## src/rtl/tusca_pkg.sv

```systemverilog
// tusca_pkg: shared state encoding and frame sizing for the TUSCA measurement path
package tusca_pkg;
  typedef enum logic [3:0] {
    INICIAL        = 4'd0,
    DISPARA        = 4'd1,
    ESPERA_BYTE    = 4'd2,
    ARMAZENA       = 4'd3,
    PUBLICA        = 4'd4,
    FALHA          = 4'd5,
    ESPERA_PERIODO = 4'd6
  } estado_t;
  localparam int N_BYTES_MEDIDA = 4;
  localparam int LARGURA_INDICE = $clog2(N_BYTES_MEDIDA);
endpackage

```

## src/rtl/sequenciador_medida_if.sv

```systemverilog
// sequenciador_medida_if: start/UART-byte inputs and measurement outputs of the sequencer
// master drives start and the received-byte strobe; slave (the sequencer) drives the results
interface sequenciador_medida_if;
  logic start, rx_pronto, rx_paridade_ok;
  logic [7:0] rx_dado;
  logic medir_dht11, medida_valida, erro_medida, timeout_medida;
  logic [15:0] temperatura, umidade;
  logic [3:0] db_estado;
  modport master (
    output start, rx_pronto, rx_dado, rx_paridade_ok,
    input medir_dht11, temperatura, umidade, medida_valida, erro_medida, timeout_medida, db_estado
  );
  modport slave (
    input start, rx_pronto, rx_dado, rx_paridade_ok,
    output medir_dht11, temperatura, umidade, medida_valida, erro_medida, timeout_medida, db_estado
  );
endinterface

```

## src/rtl/contador_m.sv

```systemverilog
// contador_m: modulo-M counter with synchronous clear, enable and terminal-count flag
// ports: clock, reset, clr (priority clear), en (count), fim (count == M-1)
module contador_m #(
  parameter int M = 16
) (
  input  logic clock,
  input  logic reset,
  input  logic clr,
  input  logic en,
  output logic fim
);
  localparam int W = M > 1 ? $clog2(M) : 1;
  logic [W-1:0] q_q, q_d;
  assign fim = q_q == W'(M - 1);
  always_comb q_d = clr ? '0 : !en ? q_q : fim ? '0 : q_q + 1'b1;
  always_ff @(posedge clock) q_q <= reset ? '0 : q_d;
endmodule

```

## src/rtl/sequenciador_medida.sv

```systemverilog
// sequenciador_medida: periodic DHT11 trigger and 4-byte reply assembly into temperature/humidity words
// ports: clock, reset (sync, active-high), s (slave side of sequenciador_medida_if)
// option: PARIDADE_EN defined aborts a frame on a byte with bad parity and reports erro_medida
module sequenciador_medida
  import tusca_pkg::*;
#(
  parameter int PERIODO_MEDIDA = 50_000_000,
  parameter int LARGURA_PULSO  = 1000,
  parameter int TIMEOUT_BYTE   = 2_000_000
) (
  input logic clock,
  input logic reset,
  sequenciador_medida_if.slave s
);
  estado_t estado_q, estado_d;
  logic [LARGURA_INDICE-1:0] indice_q, indice_d;
  logic [7:0] dado_q, dado_d;
  logic [7:0] sombra_q [N_BYTES_MEDIDA];
  logic [7:0] sombra_d [N_BYTES_MEDIDA];
  logic [15:0] temperatura_q, temperatura_d, umidade_q, umidade_d;
  logic medir_q, medir_d, valida_q, valida_d, erro_q, erro_d, timeout_q, timeout_d;
  logic expirou_q, expirou_d;
  logic fim_pulso, fim_timeout, fim_periodo, entra_dispara, byte_ruim;
`ifdef PARIDADE_EN
  assign byte_ruim = !s.rx_paridade_ok;
`else
  logic unused_paridade;
  assign unused_paridade = s.rx_paridade_ok;
  assign byte_ruim = 1'b0;
`endif
  assign entra_dispara = estado_d == DISPARA && estado_q != DISPARA;
  contador_m #(.M(LARGURA_PULSO)) u_pulso (
    .clock(clock), .reset(reset), .clr(estado_q != DISPARA), .en(estado_q == DISPARA), .fim(fim_pulso)
  );
  contador_m #(.M(TIMEOUT_BYTE)) u_timeout (
    .clock(clock), .reset(reset), .clr(estado_q != ESPERA_BYTE), .en(estado_q == ESPERA_BYTE), .fim(fim_timeout)
  );
  // the period runs across the whole frame; expirou remembers a wrap that happened before the frame ended
  contador_m #(.M(PERIODO_MEDIDA)) u_periodo (
    .clock(clock), .reset(reset), .clr(entra_dispara), .en(estado_q != INICIAL), .fim(fim_periodo)
  );
  always_comb begin
    estado_d = estado_q;
    case (estado_q)
      INICIAL:        estado_d = s.start ? DISPARA : INICIAL;
      DISPARA:        estado_d = fim_pulso ? ESPERA_BYTE : DISPARA;
      ESPERA_BYTE:    estado_d = s.rx_pronto ? (byte_ruim ? FALHA : ARMAZENA) : fim_timeout ? FALHA : ESPERA_BYTE;
      ARMAZENA:       estado_d = indice_q == LARGURA_INDICE'(N_BYTES_MEDIDA - 1) ? PUBLICA : ESPERA_BYTE;
      PUBLICA, FALHA: estado_d = ESPERA_PERIODO;
      ESPERA_PERIODO: estado_d = fim_periodo || expirou_q ? DISPARA : ESPERA_PERIODO;
      default:        estado_d = INICIAL;
    endcase
  end
  always_comb begin
    sombra_d = sombra_q;
    if (estado_q == ARMAZENA) sombra_d[indice_q] = dado_q;
    indice_d = entra_dispara ? '0 : estado_q == ARMAZENA ? indice_q + 1'b1 : indice_q;
    dado_d = estado_q == ESPERA_BYTE && s.rx_pronto ? s.rx_dado : dado_q;
    expirou_d = entra_dispara ? 1'b0 : fim_periodo && estado_q != INICIAL ? 1'b1 : expirou_q;
    // outputs are registered from the next state so they line up with the state they belong to
    temperatura_d = estado_d == PUBLICA ? {sombra_d[1], sombra_d[0]} : temperatura_q;
    umidade_d = estado_d == PUBLICA ? {sombra_d[3], sombra_d[2]} : umidade_q;
    medir_d = estado_d == DISPARA;
    valida_d = estado_d == PUBLICA;
    erro_d = entra_dispara ? 1'b0 : estado_q == ESPERA_BYTE && s.rx_pronto && byte_ruim ? 1'b1 : erro_q;
    timeout_d = entra_dispara ? 1'b0 : estado_q == ESPERA_BYTE && !s.rx_pronto && fim_timeout ? 1'b1 : timeout_q;
  end
  always_ff @(posedge clock) begin
    if (reset) begin
      estado_q <= INICIAL;
      indice_q <= '0;
      dado_q <= '0;
      sombra_q <= '{default: '0};
      temperatura_q <= '0;
      umidade_q <= '0;
      medir_q <= 1'b0;
      valida_q <= 1'b0;
      erro_q <= 1'b0;
      timeout_q <= 1'b0;
      expirou_q <= 1'b0;
    end else begin
      estado_q <= estado_d;
      indice_q <= indice_d;
      dado_q <= dado_d;
      sombra_q <= sombra_d;
      temperatura_q <= temperatura_d;
      umidade_q <= umidade_d;
      medir_q <= medir_d;
      valida_q <= valida_d;
      erro_q <= erro_d;
      timeout_q <= timeout_d;
      expirou_q <= expirou_d;
    end
  end
  assign s.medir_dht11 = medir_q;
  assign s.temperatura = temperatura_q;
  assign s.umidade = umidade_q;
  assign s.medida_valida = valida_q;
  assign s.erro_medida = erro_q;
  assign s.timeout_medida = timeout_q;
  assign s.db_estado = estado_q;
endmodule

```

## src/flat_wrapper.sv

```systemverilog
// flat-port wrapper written by rule: the top's interface ports become plain ports
module sequenciador_medida_flat import tusca_pkg::*;
#(
  parameter int PERIODO_MEDIDA = 50_000_000,
  parameter int LARGURA_PULSO  = 1000,
  parameter int TIMEOUT_BYTE   = 2_000_000
)
  (clock, reset, s_start, s_rx_pronto, s_rx_dado, s_rx_paridade_ok, s_medir_dht11, s_temperatura, s_umidade, s_medida_valida, s_erro_medida, s_timeout_medida, s_db_estado);
  sequenciador_medida_if s_i ();
  input logic clock;
  input logic reset;
  input wire logic [$bits(s_i.start)-1:0] s_start;
  input wire logic [$bits(s_i.rx_pronto)-1:0] s_rx_pronto;
  input wire logic [$bits(s_i.rx_dado)-1:0] s_rx_dado;
  input wire logic [$bits(s_i.rx_paridade_ok)-1:0] s_rx_paridade_ok;
  output wire logic [$bits(s_i.medir_dht11)-1:0] s_medir_dht11;
  output wire logic [$bits(s_i.temperatura)-1:0] s_temperatura;
  output wire logic [$bits(s_i.umidade)-1:0] s_umidade;
  output wire logic [$bits(s_i.medida_valida)-1:0] s_medida_valida;
  output wire logic [$bits(s_i.erro_medida)-1:0] s_erro_medida;
  output wire logic [$bits(s_i.timeout_medida)-1:0] s_timeout_medida;
  output wire logic [$bits(s_i.db_estado)-1:0] s_db_estado;
  assign s_i.start = s_start;
  assign s_i.rx_pronto = s_rx_pronto;
  assign s_i.rx_dado = s_rx_dado;
  assign s_i.rx_paridade_ok = s_rx_paridade_ok;
  assign s_medir_dht11 = s_i.medir_dht11;
  assign s_temperatura = s_i.temperatura;
  assign s_umidade = s_i.umidade;
  assign s_medida_valida = s_i.medida_valida;
  assign s_erro_medida = s_i.erro_medida;
  assign s_timeout_medida = s_i.timeout_medida;
  assign s_db_estado = s_i.db_estado;
  sequenciador_medida #(.PERIODO_MEDIDA(PERIODO_MEDIDA), .LARGURA_PULSO(LARGURA_PULSO), .TIMEOUT_BYTE(TIMEOUT_BYTE)) u_core (.clock(clock), .reset(reset), .s(s_i));
endmodule
```

## config.mk

```make
export PLATFORM = sky130hd
export DESIGN_NAME = sequenciador_medida_flat
export DESIGN_NICKNAME = d
export VERILOG_FILES = /design/src/rtl/tusca_pkg.sv /design/src/rtl/sequenciador_medida_if.sv /design/src/rtl/contador_m.sv /design/src/rtl/sequenciador_medida.sv /design/src/flat_wrapper.sv
export SDC_FILE = /design/constraint.sdc
export NUM_CORES = 1
export LEC_CHECK = 0
export ABC_CLOCK_PERIOD_IN_PS = 1700
export BUFFER_PORTS_ARGS = -buffer_cell sky130_fd_sc_hd__buf_2
export CAP_MARGIN = 0
export CORE_UTILIZATION = 30
export CTS_BUF_LIST = sky130_fd_sc_hd__clkbuf_4 sky130_fd_sc_hd__clkbuf_8
export CTS_CLUSTER_DIAMETER = 80
export DETAILED_ROUTE_END_ITERATION = 12
export SLEW_MARGIN = 20
export SYNTH_ARGS = -nofsm -noshare
export SYNTH_HDL_FRONTEND = slang
export SYNTH_SLANG_ARGS = --single-unit
```

## constraint.sdc

```tcl
create_clock -name clock -period 1.7 [get_ports clock]
set_input_delay 0.255 -clock clock [delete_from_list [all_inputs] [get_ports clock]]
set_output_delay 0.255 -clock clock [all_outputs]
set_load 0.02 [all_outputs]
```

==> results of run 1 <==
[worst max path at each step]
stage / slack (ns) / from / end / depth (start not counted)
CTS: -0.04 / u_core.u_periodo.q_q[9]$_SDFFE_PP0N_ / u_core.u_periodo.q_q[9]$_SDFFE_PP0N_ / 7
floorplan: -0.004 / u_core.s.db_estado[0]$_SDFF_PP0_ / u_core.u_timeout.q_q[14]$_SDFFE_PP0N_ / 6
global route: -0.13 / u_core.u_periodo.q_q[9]$_SDFFE_PP0N_ / u_core.u_periodo.q_q[8]$_SDFFE_PP0N_ / 8
finish: -0.09 / u_core.u_periodo.q_q[9]$_SDFFE_PP0N_ / u_core.u_periodo.q_q[1]$_SDFFE_PP0N_ / 8
detailed placement: -0.10 / u_core.u_periodo.q_q[9]$_SDFFE_PP0N_ / u_core.u_periodo.q_q[6]$_SDFFE_PP0N_ / 7
global placement: -0.05 / u_core.u_periodo.q_q[9]$_SDFFE_PP0N_ / u_core.indice_q[1]$_SDFFE_PP0N_ / 7
[metal layers]
layer	GRT usage	up-vias	wire length, um
met5	0	-	0
li1	-	2273	-
met1	0.176	2080	5960
met4	0.0506	0	161
met2	0.223	47	5880
met3	0.0405	16	398
[placed cells by master, fill, tap and decap left out, types with 3 or more instances in the layout]
cell type	synthesis	layout
sky130_fd_sc_hd__nor2_4	0	4
sky130_fd_sc_hd__and4_1	6	6
sky130_fd_sc_hd__dfxtp_2	0	12
sky130_fd_sc_hd__inv_1	10	10
sky130_fd_sc_hd__ha_1	7	4
sky130_fd_sc_hd__nor4_4	1	4
sky130_fd_sc_hd__nor3_1	8	6
sky130_fd_sc_hd__a211oi_1	24	24
sky130_fd_sc_hd__and3_1	5	4
sky130_fd_sc_hd__buf_4	3	85
sky130_fd_sc_hd__clkbuf_8	0	20
sky130_fd_sc_hd__dfxtp_1	130	118
sky130_fd_sc_hd__nor2_1	121	117
sky130_fd_sc_hd__buf_2	8	49
sky130_fd_sc_hd__buf_6	0	3
sky130_fd_sc_hd__xor2_1	27	27
sky130_fd_sc_hd__clkinv_2	0	4
sky130_fd_sc_hd__buf_12	0	4
sky130_fd_sc_hd__nand3_2	1	4
sky130_fd_sc_hd__nor4_2	2	6
sky130_fd_sc_hd__nand2_1	60	59
sky130_fd_sc_hd__nand3_1	22	18
sky130_fd_sc_hd__ha_4	0	3
sky130_fd_sc_hd__xnor2_1	24	24
sky130_fd_sc_hd__nand2_4	0	3
sky130_fd_sc_hd__mux2i_1	27	27
sky130_fd_sc_hd__or3_1	4	3
sky130_fd_sc_hd__nand4_1	12	12
sky130_fd_sc_hd__clkinvlp_4	0	4
sky130_fd_sc_hd__nor3_2	2	3
sky130_fd_sc_hd__a21oi_1	24	23
sky130_fd_sc_hd__nor4b_2	0	3
[logic make-up (layout without fill, tap and decap cells)]
group                    Yosys count  after routing  synth area share
buffers and inverters             36            183            0.0296
AO/OA/AOI/OAI                     60             60            0.0766
flip-flops                       130            130             0.492
adder cells (fa/ha/maj)            7              7            0.0166
XOR/XNOR                          51             51            0.0844
multiplexers                      27             27            0.0511
AND/OR/NAND/NOR                  275            275             0.249
other                              1              2          0.000709
[state kept, by name, summed over array words and instances, names as in the netlist]
| register | count |
|---|---|
| u_core.u_pulso.q_q | 10 |
| u_core.u_timeout.q_q | 21 |
| u_core.dado_q | 8 |
| u_core.s.medir_dht11 | 1 |
| u_core.u_periodo.q_q | 26 |
| u_core.s.timeout_medida | 1 |
| u_core.s.medida_valida | 1 |
| u_core.sombra_q | 24 |
| u_core.indice_q | 2 |
| u_core.s.temperatura | 16 |
| u_core.s.umidade | 16 |
| u_core.expirou_q | 1 |
| u_core.s.db_estado | 3 |
[final cells by class]
cell class / instances / area, um^2 / area share
clock buffer: 20 / 275 / 0.0384
clock inverter: 10 / 110 / 0.0154
inverter: 10 / 37.5 / 0.00523
multi-input combinational: 422 / 2800 / 0.391
sequential: 130 / 2620 / 0.365
tap: 225 / 282 / 0.0393
timing repair buffer: 143 / 1050 / 0.146
[power by group]
group | switching [mW] | internal (mW)
Clock | 1.18 | 1.39
Sequential | 0.0107 | 3.06
Combinational | 0.145 | 0.126
[worst max-delay path: cells and delay by family (launching register included)]
| kind | cells | cell delay [ns] |
|---|---|---|
| AND/OR/NAND/NOR | 3 | 0.61 |
| buffers and inverters | 3 | 0.46 |
| AO/OA/AOI/OAI | 2 | 0.29 |
| flip-flops | 1 | 0.33 |
[through the flow]
stage,instances,instance area [um^2],hold slack (ns),setup TNS (ns),power (mW)
after global placement,922,6410,0.432,-0.803,3.36
after CTS,952,6860,0.0376,-0.383,5.92
after global routing,960,7170,0.0385,-2.16,6.13
after floorplan,588,5310,0.391,-0.00447,3.26
final,960,7170,0.0545,-0.883,5.91
after detailed placement,922,6410,0.434,-1.66,3.36
[synth_stat cells, drive strengths merged (3+ instances only)]
cell type	instances	area, um^2
dfxtp	130	2600
nor2	121	454
nand2	63	244
mux2i	27	270
xor2	27	236
a21oi	25	129
a211oi	24	180
xnor2	24	210
nand3	23	120
clkbuf	14	52.6
buf	12	66.3
nand4	12	75.1
nor4	11	96.3
inv	10	37.5
nor3	10	60.1
ha	7	87.6
and4	6	52.6
and3	5	31.3
nor4b	5	43.8
or3	4	25.0
a31oi	3	18.8
[what timing repair did]
| action | in CTS | in global routing |
|---|---|---|
| gates resized for setup | 15 | 43 |
| pin swaps | 6 | 19 |
| endpoints found under the setup margin | 33 | 84 |
| cloned | 0 | 2 |
| buffers inserted | 0 | 6 |
==> flow_results.org, run 1 <==
** Worst setup path
- The signal on the critical path passes through nor4_2 > buf_4 > nand3_2 > or2_4 > a221oi_4 > buf_4 > clkbuf_16 > a21oi_1.
- Largest incremental delay on the critical path :: 0.33 ns
- The worst register-to-register path begins at u_core.u_periodo.q_q[9]$_SDFFE_PP0N_.
- Critical register-to-register path endpoint :: u_core.u_periodo.q_q[1]$_SDFFE_PP0N_
- Critical path fanouts, max :: 6
- STA classifies the critical path endpoint as a register.
- For the worst setup path, the data arrival time is 2.11 ns.
- WS Path Type :: register to register
- Cell type of the slowest stage on the worst timing path :: sky130_fd_sc_hd__dfxtp_2
- For the worst setup path, the data required time is 2.02 ns.
- Number of cell instances on the worst register-to-register path :: 8
- Most used cell along the critical path :: sky130_fd_sc_hd__buf_4
- Startpoint type of the worst setup path :: register
- The setup check on the worst reg-to-reg path leaves a slack of -0.09 ns.

** Drt
- After the first detailed-routing iteration, the DRC count stood at ~240.
- In the routed design, unresolved DRC markers number 0.
- The detail route stage leaves a number of antenna-violating nets equal to 0.
- Total number of vias :: between 4,000 and 5,000
- Before antenna repair, the detailed router went through 7 iterations.
- Wire per inst :: 12.9 um
- Per-cell via count in the routed design :: 4.60
- The routed design has 12,400 um of wire.

** Run status
- Run status :: complete, but fails checks
- The final reports fail on negative setup slack.

** Die
- The die covers 0.0182 mm^2.
- For this configuration, the core starts out at a cell density of 0.307.
- Top-level port count :: 53
- The floorplan has between 40 and 50 rows.
- After floorplanning, the core was sized to cover 0.0172 mm^2.
- The die is 135 um tall.
- Width of the chip :: 135 um

** Clock tree
- In this run the clock root is driven by a sky130_fd_sc_hd__clkbuf_8.
- Cts bufs inserted :: 17
- TritonCTS built the clock tree.
- After clock tree synthesis, the flow added hold-fix buffers numbering 0.
- At the later pin of the worst-skew pair, clock insertion delay measures 0.43 ns.
- The clock net in this run drives a total of 130 sinks.
- H-tree levels :: 4
- Clock transition at the register clock pins on the worst setup and hold paths after CTS :: 0.07 ns
- CTS max path bufs :: 2

** STA
- Finish-stage setup viols :: 14
- The worst pin sits at a relative slew slack of 0.553.
- Timing would allow up to 559 MHz.
- Worst setup skew after layout :: 0.00744 ns
- Setup slack on the critical path of the routed design comes to -0.0879 ns.
- The final max-slew violation count was 0.
- The worst path in the final design needs a cycle of 1.79 ns, including I/O delays and setup.
- At the pin with the least slew margin, the transition time is 0.671 ns.
- Fin crit share :: 1.05
- Final hold vios :: 0
- Setup repair after global routing could not meet its margin everywhere.

** Place
- The HPWL after detailed placement is 8420 um.
- DP Worst Slack :: -0.104 ns
- At the end of routability-driven placement, the weighted congestion stood at 0.779.
- Number of I/O port buffers :: 49

** GRT
- Global routing finished with a remaining overflow of 0.
- Global-route usage over all layers :: 0.139
- The via count of the first global-routing pass was approximately 4,100.
- Entering global routing, the biggest net connects 67 pins.
- Initial antenna violation count :: 0
- The first global-routing pass estimated 19,900 um of wire.

** Final layout
- Fill cells in the final layout number 1,687.
- 0 antenna diodes ended up in the layout.
- At the end of the flow, the number of nets in the layout was 744.
- Core utilization of the finished layout :: 0.416
- Relative area change from synthesis to final layout :: 35.5%
- Fraction of final layout cells sized beyond drive strength 1 :: 0.313

** Hold path
- In this run the worst hold path is classified as input pin to register.
- For hold timing, the worst endpoint is u_core.dado_q[5]$_SDFFE_PP0P_.
- Along the worst hold path, the cell count comes to 3.
- Hold Startpoint :: s_rx_dado[5]

** Yosys
- The synthesized netlist occupies a cell area of 0.00529 mm^2.
- Of all flip-flops after synthesis, the portion carrying an async set or reset was 0.
- Number of warnings reported in the yosys synthesis log :: 0
- Average footprint of a synthesized cell :: 9.01 um^2
- Of the synthesized area, sequential elements account for 0.492.
- Netlist cell types :: just under 50
- Counting flops and latches in the post-synthesis netlist gives 130.
- Number of enable-type register cells in the synthesized netlist :: 0
- For this run, the leading register cell type out of synthesis is sky130_fd_sc_hd__dfxtp_1.
- In the synthesized netlist, the number of instances is a little under 600.

** Power
- Leakage power of the design :: 2.91 nW
- Worst ir drop on vdd :: 462 uV
- Power density over cell area :: 825 mW/mm^2

** Flow run
- Across the run, the number of max-cap violations was 0.
Note: power is estimated with default switching activity, not from simulation.
==> run 2: changes to the inputs <==
--- a/config.mk
+++ b/config.mk
@@ -5,7 +5,7 @@
 export SDC_FILE = /design/constraint.sdc
 export NUM_CORES = 1
 export LEC_CHECK = 0
-export ABC_CLOCK_PERIOD_IN_PS = 1700
+export ABC_CLOCK_PERIOD_IN_PS = 1900
 export BUFFER_PORTS_ARGS = -buffer_cell sky130_fd_sc_hd__buf_2
 export CAP_MARGIN = 0
 export CORE_UTILIZATION = 30
@@ -15,4 +15,5 @@
 export SLEW_MARGIN = 20
 export SYNTH_ARGS = -nofsm -noshare
 export SYNTH_HDL_FRONTEND = slang
+export SYNTH_HIERARCHICAL = 1
 export SYNTH_SLANG_ARGS = --single-unit
==> constraint.sdc (replaced) <==
create_clock -name clock -period 1.9 [get_ports clock]
set_input_delay 0.285 -clock clock [delete_from_list [all_inputs] [get_ports clock]]
set_output_delay 0.285 -clock clock [all_outputs]
set_load 0.02 [all_outputs]
==> run 2 against run 1 <==
The run still ends with negative setup slack left. Die area grew 13%. Via count increased by 19%. Sequential share of layout area fell by 2.1 points. Utilization shrank 2.4 points. Worst setup slack worse by 0.18 ns. Critical endpoint is now u_core/s.medida_valida$_SDFF_PP0_. Clock skew rose by 0.0037 ns.
==> flow_results.org, run 2 <==
** Drt
- After detailed routing, the number of remaining DRC violations is 0.
- The detail route stage leaves a number of antenna-violating nets equal to 0.
- Per-cell via count in the routed design :: between 4 and 5
- In the final routed layout, each cell accounts on average for 13.4 um.
- Wires add up to 14,500 um.
- Total number of vias :: 5,269
- In this run, the number of DRC markers left after iteration 0 of detailed routing was 320.
- First drt pass iteration count :: 5

** Final layout
- With fillers left out, the area of the finished cells amounts to 0.00764 mm^2.
- Net total in the final layout :: 827
- Number of flip-flops under the largest register name :: 26
- After filler insertion, the fill cell instance count of the layout stands at 1,961.
- The number of antenna diodes in the final layout is 0.
- The largest registers in the layout are u_core/u_periodo/q_q: 26 flops, u_core/sombra_q: 24 flops, u_core/u_timeout/q_q: 21 flops.
- Leaving out fill and tap cells, the most frequent cell in the layout is sky130_fd_sc_hd__dfxtp_1.
- Relative area change from synthesis to final layout :: 27.8%
- In the layout the commonest cells are sky130_fd_sc_hd__dfxtp_1, sky130_fd_sc_hd__nand2_1, sky130_fd_sc_hd__buf_4.
- Fraction of final layout cells sized beyond drive strength 1 :: 0.304
- Most flop-heavy register :: u_core/u_periodo/q_q
- Final std cells w/o fill :: roughly 1,100

** STA
- The clock arrives with between 0.01 and 0.015 ns of skew.
- At the pin with the least slew margin, the transition time is 0.598 ns.
- The final hold violation count came to 0.
- Period minus WS final :: 2.17 ns
- Fin crit share :: 1.14
- Final setup slack of the worst path :: -0.272 ns
- Remaining max-slew budget at the tightest pin :: 0.601
- Setup repair after global routing missed its margin :: true
- Setup violations remaining at the end of the flow were counted as 38.
- For this run, the top clock speed supported by timing is approximately 460 MHz.
- Number of pins exceeding their max-slew limit in the final report :: 0

** Yosys
- Among all flip-flop cells after synthesis, the most frequent one is sky130_fd_sc_hd__dfxtp_1.
- The most common cell in the synthesized netlist is sky130_fd_sc_hd__dfxtp_1.
- Cell area after synthesis :: 0.00598 mm^2
- Of the synthesized area, sequential elements account for 0.436.
- Fraction of registers with async set/reset :: 0
- Share of the synthesized area in the top cell type :: 0.436
- Top cells by area, synth :: sky130_fd_sc_hd__dfxtp_1, sky130_fd_sc_hd__nand2_1, sky130_fd_sc_hd__a21oi_1
- Number of warnings reported in the yosys synthesis log :: 6
- Number of enable-type register cells in the synthesized netlist :: 0
- Ranked by instance count, the synthesized netlist is headed by sky130_fd_sc_hd__dfxtp_1, sky130_fd_sc_hd__nand2_1, sky130_fd_sc_hd__a21oi_1.
- Flop and latch count out of synthesis :: 130
- In this run the mean area of a mapped cell was 8.55 um^2.
- Synthesized instance count :: 699
- The largest total area in the synthesized netlist belongs to sky130_fd_sc_hd__dfxtp_1.
- The synthesized netlist contains 58 unique library cells.

** Place
- DP Wirelength :: ~9800 um
- The congestion estimate from routability-driven global placement came to 0.790.
- Number of I/O port buffers :: 49
- Summing all placed instances gives a cell area of roughly 0.007 mm^2.
- Including well taps, the total number of placed cells is 1,041.

** Die
- In this run the standard cell core region covers 0.0195 mm^2.
- The die is about 140 um wide.
- Die area :: 0.0205 mm^2
- Effective utilization at floorplan :: 0.307
- In this run the count of I/O pins placed on the die edge is 53.
- Y dimension of the die :: 143 um
- The initialized floorplan defines a little over 50 standard-cell rows.

** Worst setup path
- WS Path Type :: register to register
- For the worst setup path, the data arrival time is 2.57 ns.
- Crit path capture type :: register
- Critical path fanouts, max :: 3
- At the worst endpoint, the required time is between 2 and 2.5 ns.
- Startpoint type of the worst setup path :: register

** Clock tree
- CTS tree :: built
- The tree is rooted in a sky130_fd_sc_hd__clkbuf_8.
- In this run, CTS created clock tree buffers numbering 17.
- Worst-Skew Late Latency :: ~0.45 ns
- H-tree levels :: 4
- In this run, post-CTS hold repair placed 0 buffers.
- After clock tree synthesis, the clock-pin slew on the worst setup and hold paths is 0.08 ns.
- CTS max path bufs :: 2
- CTS sink count :: 130

** GRT
- Entering global routing, the biggest net connects 68 pins.
- Sum of overflow across all layers after global routing :: 0
- In the global route stage, overall resource usage came out at 0.147.
- The via count of the first global-routing pass came to 4,911.
- Initial antenna violation count :: 0
- The first global-routing pass estimated 23,600 um of wire.

** Flow run
- Total of max-cap violations :: 0

** Power
- Power density over cell area :: roughly 690 mW/mm^2
- Leakage power of the design :: between 2 and 3 nW
- VDD sags by at most approximately 300 uV.

** Hold path
- In this run the worst hold path is classified as input pin to register.

** Run status
- The run finished, with violations left.
- The final reports fail on negative setup slack.
run 2: path summary, 6_finish.rpt:
kind	start	endpoint	slack [ns]	cells past startpoint
min	s_rx_dado[2]	u_core/dado_q[2]$_SDFFE_PP0P_	0.07	3
min reg2reg	u_core/sombra_q[18]$_SDFF_PP0_	u_core/sombra_q[18]$_SDFF_PP0_	0.45	2
max reg2reg	u_core/u_timeout/q_q[16]$_SDFFE_PP0P_	u_core/s.medida_valida$_SDFF_PP0_	-0.27	7
max	u_core/u_timeout/q_q[16]$_SDFFE_PP0P_	u_core/s.medida_valida$_SDFF_PP0_	-0.27	7
run 2: kinds of logic (layout without fill, tap and decap cells):
family / count (synthesis) / in the layout / synth area share
mux: 26 / 26 / 0.0436
xor+xnor: 27 / 27 / 0.0396
fa+ha+maj: 8 / 8 / 0.0168
buf+inv: 65 / 183 / 0.0582
compound gates: 139 / 139 / 0.149
simple gates: 303 / 304 / 0.257
flops: 130 / 130 / 0.436
other cells: 1 / 2 / 0.000628
run 2: routing by layer:
metal | vias up | part of all wire | GRT usage
li1 | 2688 | - | -
met4 | 0 | 0.017 | 0.0645
met5 | - | 0 | 0
met2 | 71 | 0.49 | 0.244
met1 | 2490 | 0.47 | 0.180
met3 | 20 | 0.026 | 0.0335
run 2: cell type report:
type                            count  area (um^2)  area share
Tap cell                          265          332      0.0434
Timing Repair Buffer              134         1000       0.131
Clock inverter                     13          135      0.0177
Inverter                           17         68.8     0.00901
Sequential cell                   130         2630       0.344
Multi-Input combinational cell    506         3220       0.421
Clock buffer                       19          262      0.0342
run 2: worst max-delay path: stages (launching register included):
cell,delay [ns]
sky130_fd_sc_hd__dfxtp_2,0.32
sky130_fd_sc_hd__or4_4,0.51
sky130_fd_sc_hd__or4_4,0.57
sky130_fd_sc_hd__nor2_4,0.11
sky130_fd_sc_hd__and2b_2,0.20
sky130_fd_sc_hd__nand2_2,0.09
sky130_fd_sc_hd__a31oi_4,0.17
sky130_fd_sc_hd__and3_1,0.16
run 2: stage by stage:
step                       util  power [mW]  setup WS [ns]  hold WS (ns)  setup TNS [ns]
after floorplan               -        2.89         -0.447         0.348           -5.05
after global placement    0.356        2.96         -0.267         0.441           -4.85
after detailed placement  0.356        2.96         -0.288         0.446           -5.42
after CTS                 0.388        5.36         -0.262        0.0413           -5.19
after global routing      0.392        5.50         -0.339        0.0582           -8.35
final                     0.392        5.28         -0.272        0.0731           -5.23
run 2: power by group:
| group | internal [mW] | leakage, nW | switching (mW) |
|---|---|---|---|
| clock | 1.23 | 0.202 | 1.11 |
| sequential | 2.73 | 1.05 | 0.00422 |
| combinational | 0.0917 | 1.39 | 0.116 |
run 2: what timing repair did:
item / 4_1_cts / 5_1_grt
cloned: 4 / 0
pin swaps: 23 / 13
resized for setup: 30 / 34
setup endpoints to repair: 44 / 64
setup buffers: 9 / 1
